<file path="config.mk">
export PLATFORM = sky130hd
export DESIGN_NAME = csr_timer_bank_flat
export DESIGN_NICKNAME = d
export VERILOG_FILES = /design/src/rtl/csr_timer_bank_pkg.sv /design/src/rtl/csr_timer_bank_if.sv /design/src/rtl/csr_timer_bank_channel.sv /design/src/rtl/csr_timer_bank.sv /design/src/flat_wrapper.sv
export SDC_FILE = /design/constraint.sdc
export NUM_CORES = 1
export LEC_CHECK = 0
export ABC_CLOCK_PERIOD_IN_PS = 3400
export BUFFER_PORTS_ARGS = -buffer_cell sky130_fd_sc_hd__buf_2
export CORE_ASPECT_RATIO = 0.9
export CORE_MARGIN = 4
export CORE_UTILIZATION = 50
export DETAILED_ROUTE_END_ITERATION = 6
export GPL_ROUTABILITY_DRIVEN = 0
export GPL_TIMING_DRIVEN = 0
export MAX_ROUTING_LAYER = met4
export PLACE_DENSITY = 0.7
export RECOVER_POWER = 100
export SKIP_LAST_GASP = 1
export SYNTH_ARGS = -nofsm -noshare
export SYNTH_HDL_FRONTEND = slang
export SYNTH_HIERARCHICAL = 1
export SYNTH_SLANG_ARGS = --single-unit
</file>
<file path="constraint.sdc">
create_clock -name clk -period 3.4 [get_ports clk]
set_clock_uncertainty 0.05 [all_clocks]
set_input_delay 0.34 -clock clk [delete_from_list [all_inputs] [get_ports clk]]
set_output_delay 0.34 -clock clk [all_outputs]
set_load 0.01 [all_outputs]
</file>
<file path="src/rtl/csr_timer_bank_pkg.sv">
// Shared types and constants for the CSR timer bank: write-target encoding,
// TCFG field layout and the channel-select width helper.
package csr_timer_bank_pkg;

    // Write-side target encoding; slot 3 is reserved on writes because TVAL is read-only.
    typedef enum logic [1:0] {
        TCFG_S  = 2'd0,
        TICLR_S = 2'd1,
        TID_S   = 2'd2,
        TVAL_S  = 2'd3
    } timer_sel_e;

    localparam logic [1:0] RSEL_TCFG  = 2'd0;
    localparam logic [1:0] RSEL_TVAL  = 2'd1;
    localparam logic [1:0] RSEL_TICLR = 2'd2;
    localparam logic [1:0] RSEL_TID   = 2'd3;

    localparam int TCFG_EN_BIT  = 0;
    localparam int TCFG_PER_BIT = 1;

    typedef struct packed {
        logic [29:0] initval;
        logic        periodic;
        logic        en;
    } timer_cfg_t;

    function automatic int ch_width(input int n);
        return (n > 1) ? $clog2(n) : 1;
    endfunction

endpackage

</file>
<file path="src/rtl/csr_timer_bank_if.sv">
// CSR access bus for the timer bank: single-cycle write strobe with optional
// xchg mask, plus a combinational read port.
interface csr_timer_bank_if
    import csr_timer_bank_pkg::*;
#(
    parameter int NUM_TIMERS = 1,
    parameter int CH_W       = ch_width(NUM_TIMERS)
);
    logic            csr_we;
    logic [1:0]      csr_wsel;
    logic [CH_W-1:0] csr_wch;
    logic [31:0]     csr_wdata;
    logic [31:0]     csr_wmask;
    logic            csr_me;
    logic [1:0]      csr_rsel;
    logic [CH_W-1:0] csr_rch;
    logic [31:0]     csr_rdata;

    modport master (
        output csr_we, csr_wsel, csr_wch, csr_wdata, csr_wmask, csr_me,
        output csr_rsel, csr_rch,
        input  csr_rdata
    );

    modport slave (
        input  csr_we, csr_wsel, csr_wch, csr_wdata, csr_wmask, csr_me,
        input  csr_rsel, csr_rch,
        output csr_rdata
    );
endinterface

</file>
<file path="src/rtl/csr_timer_bank_channel.sv">
// One timer channel: TCFG register, down-counting TVAL and the sticky
// interrupt-pending flag.
module csr_timer_bank_channel
    import csr_timer_bank_pkg::*;
#(
    parameter int TIMER_WIDTH = 32
) (
    input  logic        clk,
    input  logic        resetn,
    input  logic        freeze,
    input  logic        cfg_we,
    input  logic [31:0] cfg_wdata,
    input  logic        clr,
    output logic [31:0] cfg_rd,
    output logic [31:0] tval_rd,
    output logic        pending
);
    localparam logic [31:0] WIDTH_MASK = 32'((33'h1 << TIMER_WIDTH) - 33'h1);

    timer_cfg_t             cfg_q;
    timer_cfg_t             cfg_new;
    logic [TIMER_WIDTH-1:0] tval_q;
    logic [TIMER_WIDTH-1:0] reload;
    logic                   run;
    logic                   expire;

    assign cfg_new = timer_cfg_t'(cfg_wdata & WIDTH_MASK);
    assign reload  = TIMER_WIDTH'({cfg_q.initval, 2'b00});
    assign run     = cfg_q.en && !freeze;
    assign expire  = run && (tval_q == TIMER_WIDTH'(1));

    assign cfg_rd  = cfg_q;
    assign tval_rd = 32'(tval_q);

    // A config write always reloads TVAL; an expiry on the same edge still raises pending,
    // and expiry beats a same-cycle clear.
    always_ff @(posedge clk or negedge resetn) begin
        if (!resetn) begin
            cfg_q   <= '0;
            tval_q  <= '0;
            pending <= 1'b0;
        end else begin
            if (cfg_we) begin
                cfg_q  <= cfg_new;
                tval_q <= TIMER_WIDTH'({cfg_new.initval, 2'b00});
            end else if (run) begin
                if (tval_q != '0) begin
                    tval_q <= tval_q - TIMER_WIDTH'(1);
                end else if (cfg_q.periodic) begin
                    tval_q <= reload;
                end
            end
            if (expire) begin
                pending <= 1'b1;
            end else if (clr) begin
                pending <= 1'b0;
            end
        end
    end

endmodule

</file>
<file path="src/rtl/csr_timer_bank.sv">
// Multi-channel CSR timer bank with TID register and 2-flop HWI synchroniser.
// Optional STABLE_COUNTER_EN adds a free-running 64-bit stable counter.
module csr_timer_bank
    import csr_timer_bank_pkg::*;
#(
    parameter int NUM_TIMERS  = 1,
    parameter int TIMER_WIDTH = 32,
    parameter int NUM_HWI     = 8,
    parameter int CH_W        = ch_width(NUM_TIMERS)
) (
    input  logic                  clk,
    input  logic                  resetn,
    input  logic                  freeze,
    csr_timer_bank_if.slave       bus,
    input  logic [NUM_HWI-1:0]    hwi_in,
    output logic [NUM_HWI-1:0]    hwi_sync,
    output logic [NUM_TIMERS-1:0] ti_pending,
    output logic                  timer_irq
`ifdef STABLE_COUNTER_EN
    ,
    output logic [31:0]           stable_cnt_lo,
    output logic [31:0]           stable_cnt_hi
`endif
);
    timer_sel_e            wsel;
    logic [31:0]           old_val;
    logic [31:0]           eff_wdata;
    logic [NUM_TIMERS-1:0] cfg_we;
    logic [NUM_TIMERS-1:0] clr;
    logic                  tid_we;
    logic [31:0]           tid_q;
    logic [NUM_HWI-1:0]    hwi_meta;
    logic [31:0]           cfg_rd  [NUM_TIMERS];
    logic [31:0]           tval_rd [NUM_TIMERS];

    assign wsel      = timer_sel_e'(bus.csr_wsel);
    assign timer_irq = |ti_pending;

    // Merge write data with the current register value for csrxchg, then steer the strobe.
    // Out-of-range channel indices match no channel, so those writes fall away.
    always_comb begin
        old_val = '0;
        cfg_we  = '0;
        clr     = '0;
        tid_we  = 1'b0;
        if (wsel == TCFG_S) begin
            for (int i = 0; i < NUM_TIMERS; i++) begin
                if (bus.csr_wch == CH_W'(i)) old_val = cfg_rd[i];
            end
        end else if (wsel == TID_S) begin
            old_val = tid_q;
        end
        eff_wdata = bus.csr_me ? ((bus.csr_wdata & bus.csr_wmask) | (old_val & ~bus.csr_wmask))
                               : bus.csr_wdata;
        if (bus.csr_we) begin
            case (wsel)
                TCFG_S: begin
                    for (int i = 0; i < NUM_TIMERS; i++) begin
                        if (bus.csr_wch == CH_W'(i)) cfg_we[i] = 1'b1;
                    end
                end
                TICLR_S: begin
                    for (int i = 0; i < NUM_TIMERS; i++) begin
                        if (bus.csr_wch == CH_W'(i)) clr[i] = eff_wdata[0];
                    end
                end
                TID_S:   tid_we = 1'b1;
                default: ;
            endcase
        end
    end

    // TID ignores the channel index; TICLR always reads back zero.
    always_comb begin
        bus.csr_rdata = '0;
        if (bus.csr_rsel == RSEL_TID) begin
            bus.csr_rdata = tid_q;
        end else begin
            for (int i = 0; i < NUM_TIMERS; i++) begin
                if (bus.csr_rch == CH_W'(i)) begin
                    if (bus.csr_rsel == RSEL_TCFG) bus.csr_rdata = cfg_rd[i];
                    if (bus.csr_rsel == RSEL_TVAL) bus.csr_rdata = tval_rd[i];
                end
            end
        end
    end

    for (genvar g = 0; g < NUM_TIMERS; g++) begin : g_ch
        csr_timer_bank_channel #(
            .TIMER_WIDTH(TIMER_WIDTH)
        ) u_ch (
            .clk      (clk),
            .resetn   (resetn),
            .freeze   (freeze),
            .cfg_we   (cfg_we[g]),
            .cfg_wdata(eff_wdata),
            .clr      (clr[g]),
            .cfg_rd   (cfg_rd[g]),
            .tval_rd  (tval_rd[g]),
            .pending  (ti_pending[g])
        );
    end

    always_ff @(posedge clk or negedge resetn) begin
        if (!resetn) begin
            tid_q <= '0;
        end else if (tid_we) begin
            tid_q <= eff_wdata;
        end
    end

    always_ff @(posedge clk or negedge resetn) begin
        if (!resetn) begin
            hwi_meta <= '0;
            hwi_sync <= '0;
        end else begin
            hwi_meta <= hwi_in;
            hwi_sync <= hwi_meta;
        end
    end

`ifdef STABLE_COUNTER_EN
    logic [63:0] stable_q;

    // Free-running regardless of freeze so software time keeps advancing while halted.
    always_ff @(posedge clk or negedge resetn) begin
        if (!resetn) begin
            stable_q <= '0;
        end else begin
            stable_q <= stable_q + 64'd1;
        end
    end

    assign stable_cnt_lo = stable_q[31:0];
    assign stable_cnt_hi = stable_q[63:32];
`endif

endmodule
</file>
<file path="src/flat_wrapper.sv">
// flat-port wrapper written by rule: the top's interface ports become plain ports
module csr_timer_bank_flat import csr_timer_bank_pkg::*;
#(
    parameter int NUM_TIMERS  = 1,
    parameter int TIMER_WIDTH = 32,
    parameter int NUM_HWI     = 8,
    parameter int CH_W        = ch_width(NUM_TIMERS)
)
  (clk, resetn, freeze, hwi_in, hwi_sync, ti_pending, timer_irq, bus_csr_we, bus_csr_wsel, bus_csr_wch, bus_csr_wdata, bus_csr_wmask, bus_csr_me, bus_csr_rsel, bus_csr_rch, bus_csr_rdata);
  csr_timer_bank_if #(.NUM_TIMERS(NUM_TIMERS), .CH_W(CH_W)) bus_i ();
  input  logic clk;
  input  logic resetn;
  input  logic freeze;
  input  logic [NUM_HWI-1:0] hwi_in;
  output logic [NUM_HWI-1:0] hwi_sync;
  output logic [NUM_TIMERS-1:0] ti_pending;
  output logic timer_irq;
  input wire logic [$bits(bus_i.csr_we)-1:0] bus_csr_we;
  input wire logic [$bits(bus_i.csr_wsel)-1:0] bus_csr_wsel;
  input wire logic [$bits(bus_i.csr_wch)-1:0] bus_csr_wch;
  input wire logic [$bits(bus_i.csr_wdata)-1:0] bus_csr_wdata;
  input wire logic [$bits(bus_i.csr_wmask)-1:0] bus_csr_wmask;
  input wire logic [$bits(bus_i.csr_me)-1:0] bus_csr_me;
  input wire logic [$bits(bus_i.csr_rsel)-1:0] bus_csr_rsel;
  input wire logic [$bits(bus_i.csr_rch)-1:0] bus_csr_rch;
  output wire logic [$bits(bus_i.csr_rdata)-1:0] bus_csr_rdata;
  assign bus_i.csr_we = bus_csr_we;
  assign bus_i.csr_wsel = bus_csr_wsel;
  assign bus_i.csr_wch = bus_csr_wch;
  assign bus_i.csr_wdata = bus_csr_wdata;
  assign bus_i.csr_wmask = bus_csr_wmask;
  assign bus_i.csr_me = bus_csr_me;
  assign bus_i.csr_rsel = bus_csr_rsel;
  assign bus_i.csr_rch = bus_csr_rch;
  assign bus_csr_rdata = bus_i.csr_rdata;
  csr_timer_bank #(.NUM_TIMERS(NUM_TIMERS), .TIMER_WIDTH(TIMER_WIDTH), .NUM_HWI(NUM_HWI), .CH_W(CH_W)) u_core (.clk(clk), .resetn(resetn), .freeze(freeze), .bus(bus_i), .hwi_in(hwi_in), .hwi_sync(hwi_sync), .ti_pending(ti_pending), .timer_irq(timer_irq));
endmodule
</file>
; Yosys cells after proc, flatten, opt, wreduce, memory -nomap -nowiden
; Index checks and enable logic that the tools add are counted.
[word_totals]
output_inout_bits = 42
regBits = 113
ramBits = 0
latchBits = 0
rom_bits = 0
input_bits = 83
elab_cells = 50
n_memories = 0
[op_classes]
n_addsub = 1
muxes = 22
bitwise_logic = 4
eq_ne = 5
order_cmp = 0
shifts = 0
n_mul = 0
div = 0
n_reduce_logical = 10
[ops]
columns = operator, count
row1 = 32-bit two-way mux, 12
row2 = 32-bit AND, 2
row3 = "32-bit by 1-bit == test with 1-bit output, second input constant", 1
row4 = 32-bit NOT, 1
row5 = 32-bit OR, 1
row6 = 32-bit nonzero test, 1
row7 = "32-bit by 1-bit subtractor with 32-bit output, second input constant", 1
row8 = 1-bit two-way mux, 10
row9 = "2-bit by 1-bit == test with 1-bit output, second input constant", 2
row10 = "2-bit == test, second input constant", 2
row11 = 2-bit zero test, 2
row12 = 2-bit nonzero test, 2
row13 = 3-bit nonzero test, 1
row14 = 1-bit logical AND, 2
row15 = 2-bit AND reduction, 1
row16 = 1-bit zero test, 1

; Logic depth before layout (Yosys ltp)
; Gate-level depths: netlist of run 1.
[depth]
depth_word = 11
depth_mapped = 12
mapped_depth_nobuf = 8

; By module
; The synthesis of run 1 kept the hierarchy.
[by_module_without_submodules]
columns = mod, cells_each, area_each_um2, n_inst
row1 = csr_timer_bank_channel, 421, 3860.0, 1
row2 = csr_timer_bank, 382, 3552.2, 1

; Least setup slack after synthesis of run 1
; Ideal clock, no wire load.
[synth_path]
kind = input to register
from = input bus_csr_wch
to = register u_core.g_ch[0].u_ch.tval_q[20]
setup_slack_ns = 0.910
arrival_ns = 2.362
n_path_buf = 5
cell_stages = 12
path_cell_list = clkbuf_1 > clkbuf_1 > nor4b_1 > buf_2 > inv_1 > nand3_1 > nor2_1 > a21oi_1 > clkbuf_1 > clkbuf_1 > o21ai_0 > o2bb2ai_1
[synth_via]
word_cells_on_any_way = 12
classes_between = 7 x mux / 2 x bitwise / 3 x reduce/logical
[synth_lines]
columns = item, line
row1 = from (decl), flat_wrapper.sv:20  ; input wire logic [$bits(bus_i.csr_wch)-1:0] bus_csr_wch;
row2 = 1-bit two-way mux *, csr_timer_bank.sv:59  ; if (bus.csr_wch == CH_W'(i)) cfg_we[i] = 1'b1;
row3 = 1-bit two-way mux *, csr_timer_bank.sv:56  ; case (wsel)
row4 = 1-bit two-way mux *, csr_timer_bank.sv:55  ; if (bus.csr_we) begin
row5 = named net u_core.cfg_we, csr_timer_bank.sv:28  ; logic [NUM_TIMERS-1:0] cfg_we;
row6 = 3-bit nonzero test (no line) or 2-bit nonzero test (tied branches), --
row7 = 2-bit AND reduction (no line), --
row8 = to (signal assigned), csr_timer_bank_channel.sv:45  ; tval_q <= TIMER_WIDTH'({cfg_new.initval, 2'b00});
row9 = to (signal assigned), csr_timer_bank_channel.sv:48  ; tval_q <= tval_q - TIMER_WIDTH'(1);
row10 = to (signal assigned), csr_timer_bank_channel.sv:50  ; tval_q <= reload;
row11 = to (decl), csr_timer_bank_channel.sv:22  ; logic [TIMER_WIDTH-1:0] tval_q;
; Mark *: on every way through the listed nets, which the timed path passes. The rest lies on a longest branch.
; A chain may end at the register's enable or synchronous reset.

; Final worst setup path of run 1
[layout_path]
from = input bus_csr_wsel[1]
to = register u_core.g_ch[0].u_ch.tval_q[20]
[layout_via]
word_cells_on_any_way = 13
classes_between = 1 x eq/ne / 6 x mux / 2 x bitwise / 4 x reduce/logical
[layout_lines]
columns = item, line
row1 = from (decl), flat_wrapper.sv:19  ; input wire logic [$bits(bus_i.csr_wsel)-1:0] bus_csr_wsel;
row2 = 2-bit zero test *, csr_timer_bank.sv:56
row3 = 1-bit two-way mux *, csr_timer_bank.sv:56
row4 = 1-bit two-way mux *, csr_timer_bank.sv:55
row5 = named net u_core.cfg_we, csr_timer_bank.sv:28
row6 = 3-bit nonzero test (no line) or 2-bit nonzero test (tied branches), --
row7 = 2-bit AND reduction (no line), --
; Marks and branches as above.

==> results of run 1 <==
state kept, by name (all words and copies together), names as in the netlist:
name,cells
u_core/g_ch.u_ch/pending,1
u_core/g_ch.u_ch/cfg_rd,32
u_core/hwi_meta,8
u_core/g_ch.u_ch/tval_rd,32
u_core/tid_q,32
u_core/hwi_sync,8
per-layer routing:
| layer | vias up | GRT usage, % | share of wire (%) |
|---|---|---|---|
| li1 | 3292 | - | - |
| met4 | 0 | 11.0 | 2.7 |
| met3 | 56 | 7.24 | 11 |
| met2 | 452 | 41.6 | 41 |
| met1 | 3433 | 43.2 | 45 |
| met5 | - | - | 0 |
cells in the final DEF, fill, tap and decap left out, drive strengths merged, types with 3 or more instances in the layout:
cell,netlist,routed
dfrtp,113,113
clkbuf,34,104
nand2,99,99
buf,25,93
a22o,70,70
a21oi,57,57
mux2,52,52
o21ai,42,42
nand2b,39,39
o31ai,37,37
nor2,36,36
nor3b,31,31
nor3,26,26
inv,17,20
nand3,13,13
nor4,13,13
a31oi,11,11
dlygate4sd3,0,9
a22oi,8,8
a211oi,6,6
or4,6,6
and2,5,5
a221oi,5,5
a21o,5,5
clkinv,0,5
bufinv,0,4
nor2b,4,4
xnor2,4,4
o2bb2ai,4,4
nand4,4,4
clkinvlp,0,3
and4,3,3
and3,3,3
or3,3,3
xor2,3,3
ha,3,3
o22ai,3,3
o311ai,3,3
how the worst min path moves through the flow:
stage / depth (start not counted) / slack [ns] / end / from
after CTS: 2 / 0.1 / u_core/tid_q[4] / bus_csr_wdata[4]
after detailed placement: 1 / 0.14 / u_core/hwi_sync[4] / resetn
after global placement: 0 / 0.28 / u_core/hwi_sync[2] / u_core/hwi_meta[2]
final: 2 / 0.1 / u_core/tid_q[5] / bus_csr_wdata[5]
after global routing: 2 / 0.09 / u_core/tid_q[18] / bus_csr_wdata[18]
after floorplan: 0 / -0.006 / u_core/g_ch[0].u_ch/cfg_rd[0] / resetn
power by group:
| group | internal (uW) | switching [uW] | total (uW) |
|---|---|---|---|
| logic | 664 | 761 | 1420 |
| clock network | 1230 | 702 | 1940 |
| registers | 1660 | 464 | 2120 |
| total | 3560 | 1930 | 5480 |
critical path: stages:
cell and delay [ns]:
sky130_fd_sc_hd__clkbuf_1 0.12, sky130_fd_sc_hd__buf_2 0.23, sky130_fd_sc_hd__clkbuf_1 0.32, sky130_fd_sc_hd__nor4b_1 0.35, sky130_fd_sc_hd__buf_2 0.31, sky130_fd_sc_hd__inv_1 0.19, sky130_fd_sc_hd__nand3_1 0.22, sky130_fd_sc_hd__nor2_1 0.09
sky130_fd_sc_hd__a21oi_1 0.17, sky130_fd_sc_hd__clkbuf_1 0.50, sky130_fd_sc_hd__clkbuf_2 0.40, sky130_fd_sc_hd__o21ai_0 0.15, sky130_fd_sc_hd__o2bb2ai_1 0.16
final cells by class:
| type | instances | area [sq um] | area share (%) |
|---|---|---|---|
| buffer | 59 | 256 | 2.92 |
| clock buffer | 17 | 425 | 4.84 |
| clock inverter | 15 | 209 | 2.37 |
| inverter | 17 | 63.8 | 0.725 |
| multi-input combinational | 614 | 4130 | 46.9 |
| sequential | 113 | 2830 | 32.1 |
| tap | 193 | 241 | 2.74 |
| timing repair buffer | 130 | 649 | 7.38 |
cell families after synthesis:
| group | count (synthesis) |
|---|---|
| AO/OA/AOI/OAI | 260 |
| AND/OR/NAND/NOR | 291 |
| multiplexers | 53 |
| adder cells (fa/ha/maj) | 3 |
| XOR/XNOR | 7 |
| flip-flops | 113 |
| buffers and inverters | 76 |
stage by stage:
stage,setup TNS (ns),setup slack (ns),hold slack (ns),total power (uW),std cells
4_1_cts,0,0.117,0.0956,5540,1158
3_3_place_gp,-1.60,-0.359,0.281,3550,1116
5_1_grt,0,0.0236,0.0876,5740,1158
3_5_place_dp,-1.60,-0.317,0.138,3580,1117
6_report,0,0.158,0.0964,5480,1158
2_1_floorplan,0,0.910,-0.00559,3080,803
what timing repair did:
| item | in CTS | in global routing |
|---|---|---|
| setup endpoints to repair | 0 | 6 |
| hold buffers | 9 | 0 |
| hold endpoints to repair | 25 | 0 |
| gates resized for setup | 0 | 2 |
| setup buffers | 0 | 0 |
==> parameters.txt, run 1 <==
Parameter                              Value

Floorplanning
  Initial core utilization    about half
  Number of placed I/O pins    125
  Die outline area    0.0168 sq mm
  # rows    41
  Die outline height    124 um
  Die X    around 140 um
  Core region area    0.0143 sq mm

Synth
  Most used flip-flop cell after synthesis    sky130_fd_sc_hd__dfrtp_1
  Most numerous cell in the Yosys netlist    sky130_fd_sc_hd__dfrtp_1
  Register bit count reported by yosys    113
  Average size of a mapped cell    9.23 sq um
  Cell taking the most area after synthesis    sky130_fd_sc_hd__dfrtp_1
  Post-synthesis cell area    0.00741 sq mm
  Most common library cells after synthesis    sky130_fd_sc_hd__dfrtp_1, sky130_fd_sc_hd__nand2_1, sky130_fd_sc_hd__a22o_1
  Synth Area in Compound Gates    24.6%
  Portion of netlist area occupied by mux cells    9.55%
  Cell types occupying the most area after synthesis    sky130_fd_sc_hd__dfrtp_1, sky130_fd_sc_hd__a22o_1, sky130_fd_sc_hd__mux2_4
  Post-Synth Adder-Cell Area    0.506%
  Count of flip-flops with a built-in enable after synthesis    0
  Post-synth ARST share    100%
  Syn_nets    889
  Post-synthesis instance total    803
  Register area share after synthesis    between 30% and 40%
  Simple logic cell fraction of the synthesized area    21.6%
  Warnings, synthesis    6
  Combinational family with the most area after synthesis    compound AO/OA/AOI/OAI gates
  Synth unique cells    68
  Area share of xor/xnor cells in the synthesized design    less than 1%
  Proportion of netlist area held by the largest area contributor    38.1%

Clock tree
  Clk_lat worst skew    0.43 ns
  CTS tree    yes
  Clock root cell    sky130_fd_sc_hd__clkbuf_16
  Clock tree sinks    113
  Clock slew at the register clock pins of the worst setup and hold paths    0.06 ns
  Total clock buffers created by CTS    17
  Number of H-tree branching levels    4
  Number of buffers on the longest clock path    2

Timing
  Slew at the pin closest to its max-slew limit    between 1 and 1.5 ns
  Max_slew headroom    under 10%
  Final setup vio count    0
  Final slew viol count    0
  Period Utilization, post-route    95.3%
  Min Clock Period, post-route    3.24 ns
  Top achievable clock speed    between 300 and 400 MHz
  Setup repair after global routing missed its margin    no
  Hold Fails Final Rpt    0

GRT
  Pin count of the biggest net entering global routing    97
  Leftover overflow at the end of global routing    0
  Wire length of the first global-routing pass    between 30,000 and 40,000 um
  Via count of the first global-routing pass    between 6k and 7k
  Number of antenna violations at the first check in global routing    0
  Total global-route track usage    30.2%

Critical path
  Critical Path Source Type    primary input
  Worst reg2reg endpoint    u_core/g_ch[0].u_ch/tval_rd[16]
  CP endpoint    u_core/g_ch[0].u_ch/tval_rd[20]
  Worst Path Required    ~3.7 ns
  Origin of the critical flop-to-flop path    u_core/g_ch[0].u_ch/tval_rd[26]
  Capturing element type of the critical path    register
  Data arrival time of the worst path    3.54 ns
  Setup slack of the most critical reg-to-reg path    0.64 ns
  Crit path launch    bus_csr_wsel[1]
  Cell depth of the worst flop-to-flop path    7
  Critical path fanouts, max    10
  Kind of critical path    in2reg

Cells and area
  Fraction of final layout cells with drive strength greater than 1    18.1%
  Area grow syn2layout    18.7%
  Net count reported at finish    between 1k and 1.5k
  Count of filler cells inserted in the layout    1,306
  Post-route core utilization    61.7%
  Inserted Diodes    0
  Non-Filler Cell Area, Final    0.00880 sq mm

Placed design
  Area after DPL    0.00829 sq mm
  Detailed placer's ending HPWL    17,200 um
  Count of buffers inserted at the top-level ports    120

Routing
  Final WL    24,300 um
  DR vias/cell    6.25
  Wirelength per Cell    21.0 um
  Drt first-iter violations    around 720
  Vias post-DR    slightly above 7k
  DRT antenna net count    0
  Remaining DRCs    0
  First-pass iteration count of the detailed router    6

Power
  Leakage power figure    0.00366 uW
  Maximum vdd ir drop    approximately 0.39 mV
  Ratio of total power to cell area    623 mW/mm^2

Run status
  Run status    finished, final reports clean

Run
  Number of maximum-capacitance constraint violations    0

Hold path
  Hold Path Class    in2reg
(Power assumes the default switching activity.)
==> run 2, diff against run 1 <==
--- a/config.mk
+++ b/config.mk
@@ -6,15 +6,13 @@
 export NUM_CORES = 1
 export LEC_CHECK = 0
 export ABC_CLOCK_PERIOD_IN_PS = 3400
-export BUFFER_PORTS_ARGS = -buffer_cell sky130_fd_sc_hd__buf_2
-export CORE_ASPECT_RATIO = 0.9
 export CORE_MARGIN = 4
 export CORE_UTILIZATION = 50
 export DETAILED_ROUTE_END_ITERATION = 6
+export DONT_BUFFER_PORTS = 1
 export GPL_ROUTABILITY_DRIVEN = 0
-export GPL_TIMING_DRIVEN = 0
 export MAX_ROUTING_LAYER = met4
-export PLACE_DENSITY = 0.7
+export PLACE_DENSITY = 0.63
 export RECOVER_POWER = 100
 export SKIP_LAST_GASP = 1
 export SYNTH_ARGS = -nofsm -noshare
==> run 2 against run 1 <==
Compared with the run above: the run now ends with max-capacitance violations, max-slew violations left; highest routed layer unchanged; hold slack lost 0.095 ns; die area is essentially flat; routed wire length shrank 6.5%; critical path depth shrank 7; critical endpoint is now u_core/g_ch[0].u_ch/tval_rd[16]; largest cell class unchanged; first-iteration DRC count grew 10%.
==> parameters.txt, run 2 (synthesis results as in run 1) <==
Parameter                              Value

Critical path
  Worst Path Required    3.66 ns (was 3.70 ns)
  Critical path fanouts, max    10 (unchanged)
  Worst reg2reg endpoint    u_core/g_ch[0].u_ch/tval_rd[16] (unchanged)
  Origin of the critical flop-to-flop path    u_core/g_ch[0].u_ch/tval_rd[26] (unchanged)
  Critical Path Source Type    register (was primary input)
  Max stage delay cell, worst path    sky130_fd_sc_hd__nor2_1 (was sky130_fd_sc_hd__clkbuf_1)
  Setup slack of the most critical reg-to-reg path    0.43 ns (was 0.64 ns)
  Sequence of cells on the critical path    nor4_1 > and4_1 > nand3_2 > nor2_1 > o31ai_1 > a22o_1 (was clkbuf_1 > buf_2 > clkbuf_1 > nor4b_1 > buf_2 > inv_1 > nand3_1 > nor2_1 > a21oi_1 > clkbuf_1 > clkbuf_2 > o21ai_0 > o2bb2ai_1)
  Cell depth of the worst flop-to-flop path    6 (was 7)
  Kind of critical path    reg2reg (was in2reg)
  Capturing element type of the critical path    register (unchanged)
  Data arrival time of the worst path    3.23 ns (was 3.54 ns)
  Largest incremental delay on the critical path    0.72 ns (was 0.50 ns)

GRT
  Pin count of the biggest net entering global routing    114 (was 97)
  GR Util met2    44.5% (was 41.6%)
  Wire length of the first global-routing pass    36,500 um (was 37,700 um)
  M3 GR Usage    6.92% (was 7.24%)
  Met1 global-route usage    37.1% (was 43.2%)
  Leftover overflow at the end of global routing    0 (unchanged)
  Total global-route track usage    28.5% (was 30.2%)
  Busiest grt layer    met2 (was met1)
  Via count of the first global-routing pass    6,755 (was 6,813)
  Number of antenna violations at the first check in global routing    0 (unchanged)

Power
  Ratio of total power to cell area    635 mW/mm^2 (was 623 mW/mm^2)
  Total design power    5240 uW (was 5480 uW)
  Maximum vdd ir drop    0.354 mV (was 0.385 mV)
  Leakage power figure    0.00328 uW (was 0.00366 uW)

Placed design
  Count of buffers inserted at the top-level ports    0 (was 120)
  Detailed placer's ending HPWL    14,600 um (was 17,200 um)
  Placement-stage worst setup slack    0.725 ns (was -0.317 ns)

Cells and area
  Post-route core utilization    56.7% (was 61.7%)
  Most frequent cells in the layout    sky130_fd_sc_hd__dfrtp_1, sky130_fd_sc_hd__nand2_1, sky130_fd_sc_hd__a22o_1, sky130_fd_sc_hd__a21oi_1, sky130_fd_sc_hd__nand2b_1 (was sky130_fd_sc_hd__dfrtp_1, sky130_fd_sc_hd__nand2_1, sky130_fd_sc_hd__buf_2, sky130_fd_sc_hd__clkbuf_1, sky130_fd_sc_hd__a22o_1)
  Commonest non-fill, non-tap cell in the layout    sky130_fd_sc_hd__dfrtp_1 (unchanged)
  Fraction of final layout cells with drive strength greater than 1    10.3% (was 18.1%)
  Inserted Diodes    0 (unchanged)
  Count of filler cells inserted in the layout    1,378 (was 1,306)
  Net count reported at finish    897 (was 1,038)
  Area grow syn2layout    11.3% (was 18.7%)

Timing
  Period Utilization, post-route    87.3% (was 95.3%)
  Max_slew headroom    -17.2% (was 9.87%)
  Slew at the pin closest to its max-slew limit    1.76 ns (was 1.35 ns)
  WHS    0.00111 ns (was 0.0964 ns)
  Setup repair after global routing missed its margin    no (unchanged)
  Min Clock Period, post-route    2.97 ns (was 3.24 ns)
  Final sum of negative setup slack    0 ns (unchanged)
  Final setup vio count    0 (unchanged)
  Final slew viol count    146 (was 0)
  Top achievable clock speed    337 MHz (was 308 MHz)
  Worst setup margin    0.433 ns (was 0.158 ns)
  Hold Fails Final Rpt    0 (unchanged)

Hold path
  Hold Path Class    in2reg (unchanged)
  Endpoint of the worst hold-timing path    u_core/tid_q[22] (was u_core/tid_q[5])
  HP Start    bus_csr_wdata[22] (was bus_csr_wdata[5])
  Number of cells traversed by the worst hold path    1 (was 2)

Floorplanning
  Number of placed I/O pins    125 (unchanged)
  Initial core utilization    51.0% (was 52.0%)
  Core region area    0.0145 sq mm (was 0.0143 sq mm)
  Die X    130 um (was 136 um)
  Die outline area    0.0168 sq mm (about the same)
  # rows    44 (was 41)
  Die outline height    130 um (was 124 um)

Routing
  DR vias/cell    6.66 (was 6.25)
  Final WL    22,700 um (was 24,300 um)
  Remaining DRCs    0 (unchanged)
  DRT antenna net count    0 (unchanged)
  First-pass iteration count of the detailed router    6 (unchanged)
  Vias post-DR    6,710 (was 7,233)
  Drt first-iter violations    790 (was 715)
  Wirelength per Cell    22.6 um (was 21.0 um)

Clock tree
  Clock tree sinks    113 (unchanged)
  Number of buffers on the longest clock path    2 (unchanged)
  CTS tree    yes (unchanged)
  Clock slew at the register clock pins of the worst setup and hold paths    0.06 ns (about the same)
  Clock root cell    sky130_fd_sc_hd__clkbuf_16 (unchanged)
  Number of H-tree branching levels    4 (unchanged)
  Buffers inserted during post-CTS setup optimization    0 (unchanged)
  Clk_lat worst skew    0.43 ns (about the same)
  PostCTS Resize Cnt    0 (unchanged)
  Total clock buffers created by CTS    17 (unchanged)

Run
  Number of maximum-capacitance constraint violations    2 (was 0)

Run status
  Run status    finished, violations left (was finished, final reports clean)
  Violated checks    max-capacitance violations, max-slew violations
==> run 2: changes by cell type in the layout (fill, tap and decap cells not counted), moves of 4 or more <==
| cell | delta |
|---|---|
| sky130_fd_sc_hd__dlygate4sd3_1 | +23 |
| sky130_fd_sc_hd__clkbuf_1 | -77 |
| sky130_fd_sc_hd__buf_2 | -88 |
| sky130_fd_sc_hd__buf_4 | +6 |
| sky130_fd_sc_hd__mux2_1 | +4 |
| sky130_fd_sc_hd__mux2_4 | -4 |
| sky130_fd_sc_hd__inv_6 | +5 |
==> run 2: how the worst max path moves through the flow <==
stage	start	endpoint	depth (start not counted)
after floorplan	bus_csr_wch	u_core/g_ch[0].u_ch/tval_rd[20]	12
after global placement	u_core/g_ch[0].u_ch/tval_rd[12]	u_core/g_ch[0].u_ch/tval_rd[25]	6
after detailed placement	u_core/g_ch[0].u_ch/tval_rd[24]	u_core/g_ch[0].u_ch/tval_rd[25]	6
after CTS	u_core/g_ch[0].u_ch/tval_rd[24]	u_core/g_ch[0].u_ch/tval_rd[25]	6
after global routing	u_core/g_ch[0].u_ch/tval_rd[24]	u_core/g_ch[0].u_ch/tval_rd[14]	7
final	u_core/g_ch[0].u_ch/tval_rd[26]	u_core/g_ch[0].u_ch/tval_rd[16]	6
==> run 2: cell type report <==
cell class / instances / area (sq um) / share of cell area, %
multi-input combinational: 614 / 4110 / 49.9
sequential: 113 / 2830 / 34.3
clock inverter: 15 / 171 / 2.08
inverter: 17 / 63.8 / 0.774
timing repair buffer: 48 / 415 / 5.04
tap: 184 / 230 / 2.79
clock buffer: 17 / 425 / 5.16
==> run 2: repair_timing <==
| item | 4_1_cts | 5_1_grt |
|---|---|---|
| endpoints found under the hold margin | 143 | 1 |
| setup endpoints to repair | 0 | 0 |
| hold buffers | 32 | 1 |
==> run 2: per-layer routing <==
metal	part of all wire [%]	wire length, um	vias to the layer above
met5	0	0	-
met4	2.1	483	0
met3	8.2	1870	54
met2	48	11000	316
met1	41	9370	3340
li1	-	-	3000
==> run 2: critical path, delay by kind of cell, from the launching register on <==
| family | cells | cell delay [ns] |
|---|---|---|
| AND/OR/NAND/NOR | 4 | 1.92 |
| AO/OA/AOI/OAI | 2 | 0.44 |
| flip-flops | 1 | 0.43 |
==> run 2: stage by stage <==
| stage | cell area [sq um] | std cells |
|---|---|---|
| 2_1_floorplan | 7410 | 803 |
| 3_3_place_gp | 7480 | 943 |
| 3_5_place_dp | 7480 | 943 |
| 4_1_cts | 8420 | 1007 |
| 5_1_grt | 8250 | 1008 |
| 6_report | 8250 | 1008 |
==> run 2: where the power goes <==
group	leakage [uW]	internal (uW)	switching, uW
combinational	0.00162	611	664
sequential	0.00137	1660	472
clock	0.000287	1100	736
total	0.00328	3370	1870
==> run 3, diff against run 2 <==
--- a/config.mk
+++ b/config.mk
@@ -12,8 +12,6 @@
 export DONT_BUFFER_PORTS = 1
 export GPL_ROUTABILITY_DRIVEN = 0
 export MAX_ROUTING_LAYER = met4
-export PLACE_DENSITY = 0.63
-export RECOVER_POWER = 100
 export SKIP_LAST_GASP = 1
 export SYNTH_ARGS = -nofsm -noshare
 export SYNTH_HDL_FRONTEND = slang
==> run 3 against run 2 <==
Compared with the run above: the run now ends clean; first-iteration DRC count fell by 38%; hold slack improved by 0.018 ns; utilization fell by 0.48 points; register-to-register slack improved by 0.18 ns; die area did not move; clock power fell by 3%; cell count fell by 2.3%; via count fell by 4.1%; cell area fell by 0.85%; non-clock buffer count fell by 23; sequential power barely moved; largest power group unchanged; highest routed layer unchanged.
==> parameters.txt, run 3 (synthesis results as in run 1) <==
Parameter                              Value

Run status
  Run status    finished, final reports clean (was finished, violations left)

Timing
  Hold Fails Final Rpt    0 (unchanged)
  Final slew viol count    0 (was 146)
  Min Clock Period, post-route    2.79 ns (was 2.97 ns)
  Final setup vio count    0 (unchanged)
  Period Utilization, post-route    81.9% (was 87.3%)
  Slew at the pin closest to its max-slew limit    0.915 ns (was 1.76 ns)
  Final sum of negative setup slack    0 ns (unchanged)
  Top achievable clock speed    359 MHz (was 337 MHz)
  Setup repair after global routing missed its margin    no (unchanged)
  Max_slew headroom    38.8% (was -17.2%)

Clock tree
  Buffers inserted during post-CTS setup optimization    0 (unchanged)
  PostCTS Resize Cnt    0 (unchanged)
  Count of hold buffers inserted by post-cts repair    10 (was 32)
  Clock slew at the register clock pins of the worst setup and hold paths    0.06 ns (about the same)
  Total clock buffers created by CTS    17 (unchanged)
  Clk_lat worst skew    0.41 ns (was 0.43 ns)
  Clock root cell    sky130_fd_sc_hd__clkbuf_16 (unchanged)
  Clock tree sinks    113 (unchanged)
  Number of buffers on the longest clock path    2 (unchanged)
  Number of H-tree branching levels    4 (unchanged)
  CTS tree    yes (unchanged)

Routing
  Drt first-iter violations    491 (was 790)
  Remaining DRCs    0 (unchanged)
  Final WL    22,100 um (was 22,700 um)
  DRT antenna net count    0 (unchanged)
  DR vias/cell    6.53 (was 6.66)
  Vias post-DR    6,436 (was 6,710)
  First-pass iteration count of the detailed router    5 (was 6)
  Wirelength per Cell    22.4 um (was 22.6 um)

GRT
  Number of antenna violations at the first check in global routing    0 (unchanged)
  Via count of the first global-routing pass    6,611 (was 6,755)
  Total global-route track usage    27.8% (was 28.5%)
  Pin count of the biggest net entering global routing    114 (unchanged)
  Wire length of the first global-routing pass    35,800 um (was 36,500 um)
  Leftover overflow at the end of global routing    0 (unchanged)

Critical path
  Critical Path Source Type    register (unchanged)
  Kind of critical path    reg2reg (unchanged)
  Worst Path Required    3.65 ns (was 3.66 ns)
  Data arrival time of the worst path    3.04 ns (was 3.23 ns)
  Capturing element type of the critical path    register (unchanged)
  Critical path fanouts, max    12 (was 10)

Cells and area
  Most frequent cells in the layout    sky130_fd_sc_hd__dfrtp_1, sky130_fd_sc_hd__nand2_1, sky130_fd_sc_hd__a22o_1, sky130_fd_sc_hd__a21oi_1, sky130_fd_sc_hd__nand2b_1 (unchanged)
  Fraction of final layout cells with drive strength greater than 1    14.5% (was 10.3%)
  Inserted Diodes    0 (unchanged)
  Commonest non-fill, non-tap cell in the layout    sky130_fd_sc_hd__dfrtp_1 (unchanged)
  Net count reported at finish    874 (was 897)
  Non-Filler Cell Area, Final    0.00818 sq mm (was 0.00825 sq mm)
  Area grow syn2layout    10.3% (was 11.3%)

Floorplanning
  Die X    130 um (unchanged)
  Die outline area    0.0168 sq mm (unchanged)
  Number of placed I/O pins    125 (unchanged)
  Die outline height    130 um (unchanged)
  Core region area    0.0145 sq mm (unchanged)
  # rows    44 (unchanged)
  Initial core utilization    51.0% (unchanged)

Placed design
  Area after DPL    0.00747 sq mm (was 0.00748 sq mm)
  Detailed placer's ending HPWL    14,500 um (was 14,600 um)
  Count of buffers inserted at the top-level ports    0 (unchanged)

Power
  Leakage power figure    0.00336 uW (was 0.00328 uW)
  Maximum vdd ir drop    0.385 mV (was 0.354 mV)
  Ratio of total power to cell area    638 mW/mm^2 (was 635 mW/mm^2)

Run
  Number of maximum-capacitance constraint violations    0 (was 2)

Hold path
  Hold Path Class    in2reg (unchanged)
## run 3: cell count changes in the layout (fill, tap and decap cells not counted), moves of 3 or more
| cell | before | now |
|---|---|---|
| sky130_fd_sc_hd__mux2_1 | 30 | 0 |
| sky130_fd_sc_hd__inv_6 | 8 | 0 |
| sky130_fd_sc_hd__buf_4 | 8 | 14 |
| sky130_fd_sc_hd__mux2_4 | 0 | 30 |
| sky130_fd_sc_hd__clkinv_4 | 3 | 0 |
| sky130_fd_sc_hd__dlygate4sd3_1 | 32 | 10 |
| sky130_fd_sc_hd__clkinv_2 | 0 | 3 |
## run 3: through the flow
step	hold slack, ns	utilization (%)	setup slack [ns]	std cells	power [uW]
2_1_floorplan	-0.00559	-	0.910	803	3080
3_3_place_gp	-0.00267	51.4	0.801	942	3360
3_5_place_dp	-0.00269	51.4	0.671	942	3400
4_1_cts	0.00958	56.2	0.660	984	5230
5_1_grt	0.00158	56.3	0.431	985	5510
6_report	0.0190	56.3	0.614	985	5220
## run 3: area by class of cell
cell class,instances,area [sq um]
Multi-Input combinational cell,614,4250
Clock inverter,6,105
Tap cell,184,230
Sequential cell,113,2830
Timing Repair Buffer,25,233
Fill cell,1351,6360
Inverter,17,63.8
Clock buffer,26,469
## run 3: worst paths after layout
check / start / endpoint / slack, ns / cells after the start
hold / removal: bus_csr_wdata[31] / u_core/tid_q[31] / 0.02 / 1
max in group asynchronous: resetn / u_core/g_ch[0].u_ch/tval_rd[26] / 2.34 / 2
setup / recovery: u_core/g_ch[0].u_ch/tval_rd[12] / u_core/g_ch[0].u_ch/tval_rd[25] / 0.61 / 6
hold reg to reg: u_core/hwi_meta[0] / u_core/hwi_sync[0] / 0.30 / 0
setup reg to reg: u_core/g_ch[0].u_ch/tval_rd[12] / u_core/g_ch[0].u_ch/tval_rd[25] / 0.61 / 6
min in group asynchronous: resetn / u_core/hwi_sync[2] / 0.46 / 2
## run 3: worst max-delay path, cell delays in order, from the launching register on
cell	delay (ns)
sky130_fd_sc_hd__dfrtp_1	0.45
sky130_fd_sc_hd__nor4_2	0.45
sky130_fd_sc_hd__nand3_1	0.32
sky130_fd_sc_hd__or2_0	0.45
sky130_fd_sc_hd__o22ai_2	0.64
sky130_fd_sc_hd__a31oi_1	0.09
sky130_fd_sc_hd__o22a_1	0.22
## run 3: where the power goes
| group | internal, uW | leakage, uW | switching (uW) |
|---|---|---|---|
| Sequential | 1660 | 0.00137 | 472 |
| Combinational | 663 | 0.00171 | 645 |
| Clock | 1170 | 0.000280 | 611 |
## run 3: metal layers
layer,routed length (um),track usage (%),vias up
li1,-,-,2951
met1,9710,36.3,3250
met2,10600,44.1,209
met3,1460,6.55,26
met4,284,7.15,0
met5,0,-,-
